$ cat src/rtl/parity_frame_pkg.sv
// rtl/parity_frame_pkg.sv - shared states, line levels and sizing helpers for the serial frame transmitter
// Optional feature macro: TWO_STOP_EN (two stop bits per frame when defined).
package parity_frame_pkg;

    typedef enum logic [2:0] {
        ST_IDLE,
        ST_START,
        ST_DATA,
        ST_PARITY,
        ST_STOP
    } state_t;

    localparam logic TX_IDLE   = 1'b1;
    localparam logic START_BIT = 1'b0;

`ifdef TWO_STOP_EN
    localparam int STOP_BITS = 2;
`else
    localparam int STOP_BITS = 1;
`endif

    // Width of a counter that walks 0..num_states-1; never narrower than one bit.
    function automatic int cnt_w(input int num_states);
        return (num_states > 1) ? $clog2(num_states) : 1;
    endfunction

endpackage

$ cat src/rtl/parity_frame_tx_if.sv
// rtl/parity_frame_tx_if.sv - word/parity valid-ready handshake into the frame transmitter
interface parity_frame_tx_if #(
    parameter int DATA_W = 4
);
    logic [DATA_W-1:0] in_data;
    logic              in_parity;
    logic              in_valid;
    logic              in_ready;

    modport master (
        output in_data,
        output in_parity,
        output in_valid,
        input  in_ready
    );

    modport slave (
        input  in_data,
        input  in_parity,
        input  in_valid,
        output in_ready
    );
endinterface

$ cat src/rtl/parity_frame_bit_timer.sv
// rtl/parity_frame_bit_timer.sv - clk-cycle counter that marks the last cycle of each serial bit
module parity_frame_bit_timer
    import parity_frame_pkg::*;
#(
    parameter int CLKS_PER_BIT = 4
) (
    input  logic clk,
    input  logic rst_n,
    input  logic run,
    output logic bit_tick
);

    localparam int CNT_W = cnt_w(CLKS_PER_BIT);

    logic [CNT_W-1:0] cnt;
    logic             last;

    assign last     = (cnt == CNT_W'(CLKS_PER_BIT - 1));
    assign bit_tick = run && last;

    // Held at zero while idle so every frame starts on a clean bit boundary.
    always_ff @(posedge clk or negedge rst_n) begin
        if (!rst_n) begin
            cnt <= '0;
        end else if (!run || last) begin
            cnt <= '0;
        end else begin
            cnt <= cnt + CNT_W'(1);
        end
    end

endmodule

$ cat src/rtl/parity_frame_tx.sv
// rtl/parity_frame_tx.sv - start/data(LSB first)/parity/stop serial frame transmitter
// Optional feature macro: TWO_STOP_EN (stop phase lasts two bit times when defined).
module parity_frame_tx
    import parity_frame_pkg::*;
#(
    parameter int DATA_W       = 4,
    parameter int CLKS_PER_BIT = 4
) (
    input  logic               clk,
    input  logic               rst_n,
    parity_frame_tx_if.slave   bus,
    output logic               tx,
    output logic               busy,
    output logic               done
);

    localparam int BIT_STATES = (DATA_W > STOP_BITS) ? DATA_W : STOP_BITS;
    localparam int BIT_W      = cnt_w(BIT_STATES);

    state_t            state, state_n;
    logic [DATA_W:0]   shift, shift_n;
    logic [BIT_W-1:0]  bit_cnt, bit_n;
    logic              tx_q, tx_n;
    logic              done_q, done_n;
    logic              ready_q, ready_n;
    logic              bit_tick;
    logic              accept;

    parity_frame_bit_timer #(
        .CLKS_PER_BIT (CLKS_PER_BIT)
    ) u_bit_timer (
        .clk      (clk),
        .rst_n    (rst_n),
        .run      (state != ST_IDLE),
        .bit_tick (bit_tick)
    );

    assign accept       = bus.in_valid && ready_q;
    assign bus.in_ready = ready_q;
    assign busy         = ~ready_q;
    assign tx           = tx_q;
    assign done         = done_q;

    always_ff @(posedge clk or negedge rst_n) begin
        if (!rst_n) begin
            state   <= ST_IDLE;
            shift   <= '0;
            bit_cnt <= '0;
            tx_q    <= TX_IDLE;
            done_q  <= 1'b0;
            ready_q <= 1'b1;
        end else begin
            state   <= state_n;
            shift   <= shift_n;
            bit_cnt <= bit_n;
            tx_q    <= tx_n;
            done_q  <= done_n;
            ready_q <= ready_n;
        end
    end

    // The parity bit rides above the data in the shift register, so after DATA_W
    // shifts it sits in bit 0 and PARITY drives tx from the same place as DATA.
    // tx/done/ready are registered from the current state, giving the line one
    // cycle of latency behind the FSM.
    always_comb begin
        state_n = state;
        shift_n = shift;
        bit_n   = bit_cnt;
        tx_n    = TX_IDLE;
        done_n  = 1'b0;
        ready_n = 1'b0;

        unique case (state)
            ST_IDLE: begin
                ready_n = !accept;
                if (accept) begin
                    shift_n = {bus.in_parity, bus.in_data};
                    bit_n   = '0;
                    state_n = ST_START;
                end
            end
            ST_START: begin
                tx_n = START_BIT;
                if (bit_tick) state_n = ST_DATA;
            end
            ST_DATA: begin
                tx_n = shift[0];
                if (bit_tick) begin
                    shift_n = shift >> 1;
                    if (bit_cnt == BIT_W'(DATA_W - 1)) begin
                        bit_n   = '0;
                        state_n = ST_PARITY;
                    end else begin
                        bit_n = bit_cnt + BIT_W'(1);
                    end
                end
            end
            ST_PARITY: begin
                tx_n = shift[0];
                if (bit_tick) state_n = ST_STOP;
            end
            ST_STOP: begin
                tx_n = TX_IDLE;
                if (bit_tick) begin
                    if (bit_cnt == BIT_W'(STOP_BITS - 1)) begin
                        bit_n   = '0;
                        done_n  = 1'b1;
                        state_n = ST_IDLE;
                    end else begin
                        bit_n = bit_cnt + BIT_W'(1);
                    end
                end
            end
            default: begin
                state_n = ST_IDLE;
            end
        endcase
    end

endmodule

$ cat src/flat_wrapper.sv
// flat-port wrapper written by rule: the top's interface ports become plain ports
module parity_frame_tx_flat import parity_frame_pkg::*;
#(
    parameter int DATA_W       = 4,
    parameter int CLKS_PER_BIT = 4
)
  (clk, rst_n, tx, busy, done, bus_in_data, bus_in_parity, bus_in_valid, bus_in_ready);
  parity_frame_tx_if #(.DATA_W(DATA_W)) bus_i ();
  input  logic clk;
  input  logic rst_n;
  output logic tx;
  output logic busy;
  output logic done;
  input wire logic [$bits(bus_i.in_data)-1:0] bus_in_data;
  input wire logic [$bits(bus_i.in_parity)-1:0] bus_in_parity;
  input wire logic [$bits(bus_i.in_valid)-1:0] bus_in_valid;
  output wire logic [$bits(bus_i.in_ready)-1:0] bus_in_ready;
  assign bus_i.in_data = bus_in_data;
  assign bus_i.in_parity = bus_in_parity;
  assign bus_i.in_valid = bus_in_valid;
  assign bus_in_ready = bus_i.in_ready;
  parity_frame_tx #(.DATA_W(DATA_W), .CLKS_PER_BIT(CLKS_PER_BIT)) u_core (.clk(clk), .rst_n(rst_n), .bus(bus_i), .tx(tx), .busy(busy), .done(done));
endmodule
$ cat config.mk
export PLATFORM = sky130hd
export DESIGN_NAME = parity_frame_tx_flat
export DESIGN_NICKNAME = d
export VERILOG_FILES = /design/src/rtl/parity_frame_pkg.sv /design/src/rtl/parity_frame_tx_if.sv /design/src/rtl/parity_frame_bit_timer.sv /design/src/rtl/parity_frame_tx.sv /design/src/flat_wrapper.sv
export SDC_FILE = /design/constraint.sdc
export NUM_CORES = 1
export LEC_CHECK = 0
export CORE_MARGIN = 8
export CORE_UTILIZATION = 45
export CTS_CLUSTER_DIAMETER = 40
export CTS_CLUSTER_SIZE = 24
export DETAILED_ROUTE_END_ITERATION = 12
export PLACE_DENSITY = 0.7
export SLEW_MARGIN = 20
export SYNTH_ARGS = -nofsm -noshare
export SYNTH_HDL_FRONTEND = slang
export SYNTH_SLANG_ARGS = --single-unit
export TNS_END_PERCENT = 30
$ cat constraint.sdc
create_clock -name clk -period 4.6 [get_ports clk]
set_input_delay 0.69 -clock clk [delete_from_list [all_inputs] [get_ports clk]]
set_output_delay 0.69 -clock clk [all_outputs]
set_load 0.005 [all_outputs]
==> flow_summary.ini <==
[hold_path]
holdCritPathClass = reg2reg

[timing]
setup_viol = 0
final_clock_period_utilization_by_the_worst_path = 0.452
fin_hold_ws_ns = 0.448
setup_total_negative_slack_ns = 0
worst_clock_skew_ns = 0.00186
rsz0062_at_grt = no
final.min_clock_period_ns = 2.08
max_slew_margin = 0.551
report.final.slew_viol_count = 0
max_slew.worst_pin.slew_ns = 0.672
finalHoldViolations = 0
timing.fmax_mhz = 481

[synthesis]
ys_seq_area_frac = 0.464
commonest_cells_post_synth = sky130_fd_sc_hd__dfrtp_1, sky130_fd_sc_hd__mux2_2, sky130_fd_sc_hd__nand2_1
post_synth_mux_area_share = 0.137
synth-adder-area-share = 0.0614
synth_simple_gate_area_frac = 0.166
synth_top_family_by_area = simple AND/OR/NAND/NOR gates
asyncSetResetFlopFracSynth = 1.00
synth.top_cell.area_share = 0.399
synth.distinct_cells = 30
ys.warnings.count = 0
syn-cell-area_um2 = 815
syn-mean-instance-area_um2 = 11.8
synthesis.instances = 69
synth_seq_cells = 15
syn_nets = 81
synth_compound_area_frac = 0.0998
synth-xor-area-share = 0.0215
synth_top_cell_by_area = sky130_fd_sc_hd__dfrtp_1
synth.most_common_cell = sky130_fd_sc_hd__dfrtp_1
synth-edff-count = 0
dominantRegCellSynth = sky130_fd_sc_hd__dfrtp_1
ys_top_cells_by_area = sky130_fd_sc_hd__dfrtp_1, sky130_fd_sc_hd__mux2_2, sky130_fd_sc_hd__dfstp_2

[layout]
fraction_of_final_layout_cells_with_drive_strength_greater_than_1 = 0.250
multi_input_comb_area_um2 = 395
syn_to_final_growth_pct = 17.4
n_antenna_cell = 0
nets = 93
fillers = 139
sequential_cell_area_um2 = 378

[floorplanning]
die_h_um = 58.5
num_rows = 15
die_x_um = 58.5
io-pin-count = 12
start_util = 0.477
die_area_um2 = 3430
placeableCoreArea_um2 = 1710

[placed_design]
hpwlAfterDp_um = 1020
place.port_buffers = 11
final_replace_weighted_congestion = 0.768

[grt]
grt_pass1_vias = 522
antenna_found_initial = 0
grt_max_degree = 16
grt-ovfl-total = 0
grt_pass1_wl_um = 2350
grt_usage = 0.0893

[routing]
detail_route.wl_per_cell_um = 12.8
detailroute.wirelength.met3_um = 114
met2RoutedLength_um = 639
routedLengthMet1_um = 590
antenna_violating_nets_post_route = 0
detail_route.drc_violations = 0
first_pass_iters = 6
route.detailed.vias_per_inst = 4.99
drt_iter0_drc = 7
maxUsedRoutingLayer = met3
routed-via-count = 524
finalWirelength_um = 1340

[setup_path]
largest_fanout_on_the_critical_path = 5
cp_num_buf_inv = 1
path_delay_family = flip-flops
critPathMaxStageDelay_ns = 0.59
cp.required_ns = 3.91
ff2ff_setup_slack_ns = 2.93
slowest_stage = sky130_fd_sc_hd__dfstp_2
timing.setup.critical_path_class = reg2out
end_kind = output port
worst_setup_path_start_kind = flop
worst_ep_arrival_time_ns = 1.39
critical_path.cell_chain = clkdlybuf4s50_1

[clocking]
tritoncts_clock_tree = yes
post_cts_resized = 0
clk_transition_reported_paths_ns = 0.08
tritoncts.num_buffers = 3
numClockSinks = 15
postCtsHoldBufs = 0
clock_tree.buffer_depth = 2
clockRootBuffer = sky130_fd_sc_hd__clkbuf_4
clk_latency_ns = 0.28
post-cts-setup-buffer-count = 0
cts_max_level = 1

[pwr]
leakage_power_uw = 0.000399
vdd.ir_drop.worst_uv = 322
power_density_nw_per_um2 = 560

[run]
drv.max_cap_violation_count = 0

[run_status]
status = finished clean
## flip-flops by register name, summed over array words and instances (netlist names)
signal and cells:
u_core.shift 5, u_core.state 3, u_core.bit_cnt 2, u_core.u_bit_timer.cnt 2, u_core.bus.in_ready 1, u_core.done 1, u_core.tx 1
## power breakdown
part           leakage (µW)  internal [µW]  switching (µW)
clock network     0.0000150           33.7            41.1
registers          0.000184            192            62.6
logic              0.000200            127            79.2
## through the flow
step	cells	cell area [µm²]	power, µW	setup WS, ns	utilization
floorplan	69	815	413	3.03	-
global placement	101	930	463	2.41	0.544
detailed placement	101	930	468	2.36	0.544
CTS	105	956	546	2.51	0.560
global route	105	956	583	2.47	0.560
finish	105	956	536	2.52	0.560
## worst register-to-register path: cells and delay by family, from the launching register on
family | cells | cell delay [ns]
DFF | 1 | 0.56
muxes | 2 | 0.63
and+or+nand+nor | 1 | 0.37
## path summary, 6_finish.rpt
| kind | depth (start not counted) | endpoint | start |
|---|---|---|---|
| hold / removal | 1 | u_core.u_bit_timer.cnt[0] | u_core.u_bit_timer.cnt[0] |
| min in group asynchronous | 1 | u_core.shift[2] | rst_n |
| max in group asynchronous | 1 | u_core.state[2] | rst_n |
| setup / recovery | 1 | bus_in_ready | u_core.bus.in_ready |
| hold reg to reg | 1 | u_core.u_bit_timer.cnt[0] | u_core.u_bit_timer.cnt[0] |
| setup reg to reg | 3 | u_core.shift[1] | u_core.state[2] |
## cell type report
class,count,area share
Clock buffer,4,0.0275
Timing Repair Buffer,11,0.115
Multi-Input combinational cell,46,0.414
Sequential cell,15,0.395
Inverter,4,0.0157
Tap cell,25,0.0327
## cell families after synthesis
group           after synthesis
fa+ha+maj                     4
compound gates                9
mux                          10
buf+inv                       8
simple gates                 21
flops                        15
xor+xnor                      2
## layer usage
metal / track usage / up-vias
met5: 0 / -
met4: 0.0210 / 0
met3: 0.0457 / 0
met2: 0.145 / 17
met1: 0.101 / 246
li1: - / 261
## cells in the final DEF (no fill, tap or decap), types with 3 or more instances in the layout
cell	netlist	layout
sky130_fd_sc_hd__inv_1	4	4
sky130_fd_sc_hd__ha_1	4	4
sky130_fd_sc_hd__mux2_2	9	9
sky130_fd_sc_hd__clkbuf_4	0	3
sky130_fd_sc_hd__clkdlybuf4s50_1	0	11
sky130_fd_sc_hd__nor2_1	3	3
sky130_fd_sc_hd__dfrtp_1	13	13
sky130_fd_sc_hd__nand2_1	5	5
Power figures use the tool's default switching activity.
